**src/rtl/fb_pkg.sv**
```systemverilog
// Shared types for the framebuffer port arbiter: default widths and the RAM slot grant tag.
package fb_pkg;

    localparam int FB_AW = 16;
    localparam int FB_DW = 24;

    typedef enum logic [1:0] {
        G_NONE = 2'd0,
        G_SCAN = 2'd1,
        G_WR   = 2'd2,
        G_RD   = 2'd3
    } fb_gnt_t;

    typedef logic [FB_DW-1:0] pixel_t;

endpackage

```
**src/rtl/fb_rr2.sv**
```systemverilog
// Two-requester round-robin picker; the pointer only moves when the caller reports a consumed grant.
module fb_rr2 (
    input  logic       CLOCK_50,
    input  logic       reset,
    input  logic [1:0] req,
    input  logic       advance,
    output logic [1:0] gnt
);

    // ptr_reg = 0 prefers requester 0, 1 prefers requester 1
    logic ptr_reg;
    logic ptr_next;

    always_ff @(posedge CLOCK_50) begin
        if (reset) begin
            ptr_reg <= 1'b0;
        end else begin
            ptr_reg <= ptr_next;
        end
    end

    always_comb begin
        gnt      = 2'b00;
        ptr_next = ptr_reg;
        if (ptr_reg) begin
            if (req[1])      gnt = 2'b10;
            else if (req[0]) gnt = 2'b01;
        end else begin
            if (req[0])      gnt = 2'b01;
            else if (req[1]) gnt = 2'b10;
        end
        if (advance && (gnt != 2'b00)) begin
            ptr_next = gnt[0];
        end
    end

endmodule

```
**src/rtl/fb_port_arbiter.sv**
```systemverilog
// Single-port framebuffer RAM arbiter: scanout fetches pre-empt everything, the pixel
// writer and reader share the remaining slots round-robin; responses are routed by a tag pipe.
import fb_pkg::*;

module fb_port_arbiter #(
    parameter int AW      = FB_AW,
    parameter int DW      = FB_DW,
    parameter int RAM_LAT = 1
) (
    input  logic          CLOCK_50,
    input  logic          reset,
    input  logic [AW-1:0] scan_adr,
    input  logic          scan_en,
    output logic [DW-1:0] scan_d,
    input  logic          wr_valid,
    output logic          wr_ready,
    input  logic [AW-1:0] wr_adr,
    input  logic [DW-1:0] wr_data,
    input  logic          rd_valid,
    output logic          rd_ready,
    input  logic [AW-1:0] rd_adr,
    output logic          rd_rvalid,
    output logic [DW-1:0] rd_rdata,
    output logic [AW-1:0] ram_adr,
    output logic          ram_we,
    output logic [DW-1:0] ram_wdata,
    input  logic [DW-1:0] ram_rdata
);

    localparam int NSTG = RAM_LAT + 1;

    logic [AW-1:0] last_scan_adr_reg;
    logic [AW-1:0] ram_adr_reg;
    logic          ram_we_reg;
    logic [DW-1:0] ram_wdata_reg;
    logic [DW-1:0] scan_d_reg;
    logic [DW-1:0] rd_rdata_reg;
    logic          rd_rvalid_reg;

    logic          scan_req;
    logic [1:0]    host_gnt;
    logic          host_advance;
    fb_gnt_t       gnt;
    fb_gnt_t       tag_out;

    fb_rr2 u_rr (
        .CLOCK_50 (CLOCK_50),
        .reset    (reset),
        .req      ({rd_valid, wr_valid}),
        .advance  (host_advance),
        .gnt      (host_gnt)
    );

    // A fetch is wanted whenever the visible address differs from the one last fetched;
    // since scanout always wins, a pending fetch is always served in the cycle it appears.
    always_comb begin
        scan_req = scan_en && (scan_adr != last_scan_adr_reg);
        gnt      = G_NONE;
        if (!reset) begin
            if (scan_req)         gnt = G_SCAN;
            else if (host_gnt[0]) gnt = G_WR;
            else if (host_gnt[1]) gnt = G_RD;
        end
    end

    assign host_advance = (gnt == G_WR) || (gnt == G_RD);
    assign wr_ready     = (gnt == G_WR);
    assign rd_ready     = (gnt == G_RD);

    always_ff @(posedge CLOCK_50) begin
        if (reset) begin
            last_scan_adr_reg <= '1;
            ram_adr_reg       <= '0;
            ram_we_reg        <= 1'b0;
            ram_wdata_reg     <= '0;
        end else begin
            ram_we_reg <= 1'b0;
            case (gnt)
                G_SCAN: begin
                    ram_adr_reg       <= scan_adr;
                    last_scan_adr_reg <= scan_adr;
                end
                G_WR: begin
                    ram_adr_reg   <= wr_adr;
                    ram_we_reg    <= 1'b1;
                    ram_wdata_reg <= wr_data;
                end
                G_RD: begin
                    ram_adr_reg <= rd_adr;
                end
                default: begin
                end
            endcase
        end
    end

    // Tag stage 0 is aligned with ram_adr; the last stage lines up with ram_rdata.
    for (genvar gi = 0; gi < NSTG; gi++) begin : g_tag
        fb_gnt_t tag_reg;
        fb_gnt_t tag_in;
        if (gi == 0) begin : g_head
            assign tag_in = gnt;
        end else begin : g_body
            assign tag_in = g_tag[gi-1].tag_reg;
        end
        always_ff @(posedge CLOCK_50) begin
            if (reset) begin
                tag_reg <= G_NONE;
            end else begin
                tag_reg <= tag_in;
            end
        end
    end

    assign tag_out = g_tag[NSTG-1].tag_reg;

    always_ff @(posedge CLOCK_50) begin
        if (reset) begin
            scan_d_reg    <= '0;
            rd_rdata_reg  <= '0;
            rd_rvalid_reg <= 1'b0;
        end else begin
            rd_rvalid_reg <= (tag_out == G_RD);
            if (tag_out == G_SCAN) scan_d_reg   <= ram_rdata;
            if (tag_out == G_RD)   rd_rdata_reg <= ram_rdata;
        end
    end

    assign scan_d    = scan_d_reg;
    assign rd_rdata  = rd_rdata_reg;
    assign rd_rvalid = rd_rvalid_reg;
    assign ram_adr   = ram_adr_reg;
    assign ram_we    = ram_we_reg;
    assign ram_wdata = ram_wdata_reg;

endmodule

```
**config.mk**
```make
export PLATFORM = sky130hd
export DESIGN_NAME = fb_port_arbiter
export DESIGN_NICKNAME = d
export VERILOG_FILES = /design/src/rtl/fb_pkg.sv /design/src/rtl/fb_rr2.sv /design/src/rtl/fb_port_arbiter.sv
export SDC_FILE = /design/constraint.sdc
export NUM_CORES = 1
export LEC_CHECK = 0
export BUFFER_PORTS_ARGS = -buffer_cell sky130_fd_sc_hd__buf_2
export CORE_MARGIN = 5
export CORE_UTILIZATION = 43
export CTS_CLUSTER_DIAMETER = 50
export DETAILED_ROUTE_END_ITERATION = 16
export GPL_TIMING_DRIVEN = 0
export PLACE_DENSITY = 0.81
export SLEW_MARGIN = 20
export SYNTH_ARGS = -nofsm -noshare
export SYNTH_HDL_FRONTEND = slang
export SYNTH_SLANG_ARGS = --single-unit
```
**constraint.sdc**
```tcl
create_clock -name CLOCK_50 -period 1.9 [get_ports CLOCK_50]
set_input_delay 0.095 -clock CLOCK_50 [delete_from_list [all_inputs] [get_ports CLOCK_50]]
set_output_delay 0.095 -clock CLOCK_50 [all_outputs]
set_load 0.02 [all_outputs]
```
# After elaboration in Yosys (flattened, before gate mapping)
# Cells that the tools add are included.
[op_classes]
n_eq_ne = 6
muxes = 11
reduce_logical = 5
[ops]
columns = ["op", "count"]
rows = [
  ["$pmux W16 S3", 1],
  ["$mux W2", 8],
  ["$ne A16 B16 Y1", 1],
  ["$eq A2 B2 Y1 const B", 3],
  ["$eq A2 B1 Y1 const B", 2],
  ["$reduce_bool A3 Y1", 1],
  ["$logic_and A1 B1 Y1", 2],
  ["$mux W1", 2],
  ["$reduce_bool A2 Y1", 1],
  ["$logic_or A1 B1 Y1", 1],
]
[word_totals]
output_inout_bits = 92
input_bits = 101
register_bits = 111

# Logic depth before layout (Yosys ltp)
[depth]
depth_word = 10
mapped_depth = 7
depth_no_buf = 5

# By module
# A second synthesis with hierarchy kept.
[hier_totals]
cells_unflattened = 572
area_unflattened_um2 = 4473.0
[by_module_without_submodules]
columns = ["module", "cells_each", "seq_area_each_um2", "n_inst", "area_per_inst_um2"]
rows = [
  ["fb_port_arbiter", 565, 2202.1, 1, 4408.0],
  ["fb_rr2", 7, 20.0, 1, 65.1],
]

# Worst setup path after synthesis
# No wires, ideal clock.
[synth_path]
kind = "flip-flop to output port"
startpoint = "reg last_scan_adr_reg[10]"
endpoint = "out rd_ready"
path_stages_with_launch = 7
required_ps = 1805
slack_ps = -283
t_arrival_ps = 2088
path_buffers = 2
path_cell_list = "dfxtp_1 -> xnor2_1 -> nand4_1 -> o41a_1 -> clkbuf_1 -> clkbuf_1 -> nor4_1"
[synth_between]
elab_chain_len = 5
[synth_lines]
columns = ["element", "line", "source"]
rows = [
  ["from (decl)", "fb_port_arbiter.sv:32", "logic [AW-1:0] last_scan_adr_reg;"],
  ["from (signal assigned)", "fb_port_arbiter.sv:81", "last_scan_adr_reg <= scan_adr;"],
  ["$ne A16 B16 Y1", "fb_port_arbiter.sv:57", "scan_req = scan_en && (scan_adr != last_scan_adr_reg);"],
  ["$logic_and A1 B1 Y1", "fb_port_arbiter.sv:57", ""],
  ["$mux W2", "fb_port_arbiter.sv:60", "if (scan_req) gnt = G_SCAN;"],
  ["$mux W2", "fb_port_arbiter.sv:59", "if (!reset) begin"],
  ["$eq A2 B2 Y1", "fb_port_arbiter.sv:68", "assign rd_ready = (gnt == G_RD);"],
  ["to (decl)", "fb_port_arbiter.sv:20", "output logic rd_ready,"],
]
# No other way between the ends.

# Final worst setup path
[layout_path]
startpoint = "reg last_scan_adr_reg[14]"
endpoint = "out rd_ready"
# Same word-level chain as after synthesis.

==> summary.md <==
| Metric | Value |
|---|---|
| Crit path kind | `flop to output port` |
| Largest family of logic cells by synthesized area | `simple AND/OR/NAND/NOR gates` |
| Initial core utilization | `0.435` |
| Die footprint | `0.0130 mm^2` |
| Failing checks | `negative setup slack` |
| Synth-to-Final Area Change | `49.0%` |
| Worst vdd ir | `about 0.5 mV` |
| Synth top area share | `0.476` |
| Worst hold path startpoint | `wr_data[10]` |
| Dpl ws | `-0.315 ns` |
| Synth Area in XOR/XNOR | `0.0300` |
| Synth Area in Compound Gates | `0.176` |
| Worst Hold Path Cells | `3` |
| Core Box Area | `0.0107 mm^2` |
| Pwr/cell area | `711 mW/mm^2` |
| Placed Instances | `around 890` |
| Finish-stage setup viols | `57` |
| Clk slew on worst S/H paths | `approximately 0.10 ns` |
| Gr ovfl total | `0` |
| Most frequent cells in the layout | `buf_2, nand2_1, dfxtp_1` |
| Final Instance Area | `between 0.006 and 0.007 mm^2` |
| Largest net degree at the start of global routing | `18` |
| Post-synthesis simple-gate area fraction | `0.198` |
| Vias in the first global route | `4948` |
| Drt pass-1 iters | `6` |
| Total track usage | `0.225` |
| Num Clock Sinks | `111` |
| Synth cell types | `33` |
| Final WS setup | `-0.259 ns` |
| DR vias | `5165` |
| Unrepaired setup endpoints after global routing | `true` |
| Placer Congestion | `0.833` |
| I/O pin cnt | `193` |
| Register-to-register setup slack | `-0.22 ns` |
| Clock latency at the later pin of the worst-skew pair | `0.36 ns` |
| DR iter-0 viols | `513` |
| Fin. Hold Viols | `0` |
| DR WL/cell | `16.2 um` |
| Initial antenna violation count | `0` |
| R2R cell count | `9` |
| Worst setup EP type | `output port` |
| First-pass GRT wire length | `24.0 mm` |
| Synth area leaders | `dfxtp_1, nand2_1, a21oi_1, o21ai_0, mux2_2` |
| Synth Flop Type | `dfxtp_1` |
| Final Cycle Share | `1.14` |
| Post-synthesis net count | `664` |
| Max Cap Viol | `0` |
| Layout cells sized above 1 | `0.353` |
| Crit-path max FO | `3` |
| Yosys reg bits | `111` |
| Final Non-Filler Cells | `973` |
| Leading area contributor after synthesis | `dfxtp_1` |
| CP required | `1.80 ns` |
| Mux cell area share after synthesis | `0.0707` |
| Nets | `928` |
| CTS max path bufs | `2` |
| Post-layout util | `0.647` |
| Cell leakage power | `roughly 3 nW` |
| H-Tree Level Count | `3` |
| Placed inst area | `0.00581 mm^2` |
| Sequential element share of the synthesized area | `0.476` |
| Tightest Pin Transition | `0.781 ns` |
| Mapped Cells | `563` |
| Port bufs | `189` |
| Die Wd | `roughly 110 um` |
| Most common cell after layout, fill and taps aside | `buf_2` |
| Post-synth EDFFs | `0` |
| Root buffer cell | `clkbuf_8` |
| CP arrival | `2.06 ns` |
| Routed WL | `between 15 and 20 mm` |
| Crit path from | `last_scan_adr_reg[14]` |
| FF-to-FF Start | `last_scan_adr_reg[4]` |
| Detail Route Antenna Nets | `0` |
| Remaining DRCs | `0` |
| Status | `finished with violations` |
| Mapped Area | `~0.0047 mm^2` |
| Tot Pwr | `0.00495 W` |
| Post-detail-place hpwl | `about 11 mm` |
| Syn avg cell area | `8.29 um^2` |
| Minimum clock period | `2.16 ns` |
| Filler cells | `approximately 890` |
| Std-Cell Rows | `38` |
| Skew final | `around 0.011 ns` |
| Synth warnings | `0` |
| DIE HEIGHT | `114 um` |
| Vias per cell | `5.31` |
| Slew Limit Fails | `0` |
| Startpoint types | `flop` |
| Max Clk Rate | `~460 MHz` |
| Asr flop ratio synth | `0` |
| Type of the tightest min-delay check | `input port to flop` |
| TritonCTS buffer count | `9` |
| TritonCTS clock tree | `built` |
| Relative slew slack | `0.477` |
| Synth Area in Adders | `0` |
## path summary, 6_finish.rpt
| path | to |
|---|---|
| worst max-delay path | rd_ready |
| worst max register to register | ram_adr[14] |
| worst min register to register | g_tag[1].tag_reg[0] |
| worst min-delay path | ram_wdata[10] |
## critical path, cell delays in order (launching register included)
cell and delay [ns]:
dfxtp_2 0.34, xnor2_1 0.15, nand4_1 0.25, o41a_1 0.50, clkbuf_8 0.16, nor4_4 0.12, buf_4 0.19
## cell type report
| cell class | count | area (um^2) | share of cell area |
|---|---|---|---|
| sequential | 111 | 2230 | 0.321 |
| buffer | 48 | 297 | 0.0426 |
| timing repair buffer | 257 | 1660 | 0.238 |
| tap | 140 | 175 | 0.0252 |
| clock inverter | 5 | 57.6 | 0.00827 |
| multi-input combinational | 398 | 2380 | 0.343 |
| inverter | 2 | 7.51 | 0.00108 |
| antenna | 1 | 2.50 | 0.000360 |
| clock buffer | 11 | 141 | 0.0203 |
## routing by layer
layer,vias to the layer above,share of wire,track usage
met2,260,0.49,0.399
met1,2386,0.41,0.273
met4,0,0.019,0.0673
met3,31,0.081,0.0465
li1,2488,-,-
met5,-,0,0
## what timing repair did
item | in CTS | in global routing
setup endpoints to repair | 62 | 61
buffers inserted | 14 | 10
hold endpoints to repair | 65 | 0
cloned | 4 | 1
hold buffers | 44 | 0
pin swaps | 35 | 21
gates resized for setup | 75 | 47
## metrics by stage
| stage | setup TNS [ns] | hold slack [ns] |
|---|---|---|
| 2_1_floorplan | 0 | 0.212 |
| 3_3_place_gp | -8.14 | 0.327 |
| 3_5_place_dp | -9.53 | 0.330 |
| 4_1_cts | -5.55 | 0.00347 |
| 5_1_grt | -14.59 | 0.00533 |
| 6_report | -7.18 | 0.0121 |
## logic make-up (layout without fill, tap and decap cells)
kind of cell / count (synthesis) / in the layout
buffers and inverters: 54 / 323
XOR/XNOR: 16 / 16
AO/OA/AOI/OAI: 141 / 141
other: 0 / 1
flip-flops: 111 / 111
AND/OR/NAND/NOR: 210 / 210
multiplexers: 31 / 31
## power breakdown
group	leakage [nW]	total [W]	switching [W]	internal, W
Combinational	2.01	0.00102	0.000554	0.000462
Clock	0.0916	0.00143	0.000783	0.000645
Sequential	0.906	0.00250	0.0000619	0.00244
Total	3.01	0.00495	0.00140	0.00355
## cell usage after synthesis (all sizes together) (2+ instances only)
library cell,count
nand2,123
nor2,33
clkbuf,38
and3,2
a211oi,15
or3,16
buf,14
dfxtp,111
o22ai,15
mux2,16
o21ai,40
a21oi,52
nand4,28
mux2i,15
xnor2,16
nor2b,3
o31ai,15
Note: power is estimated with default switching activity, not from simulation.
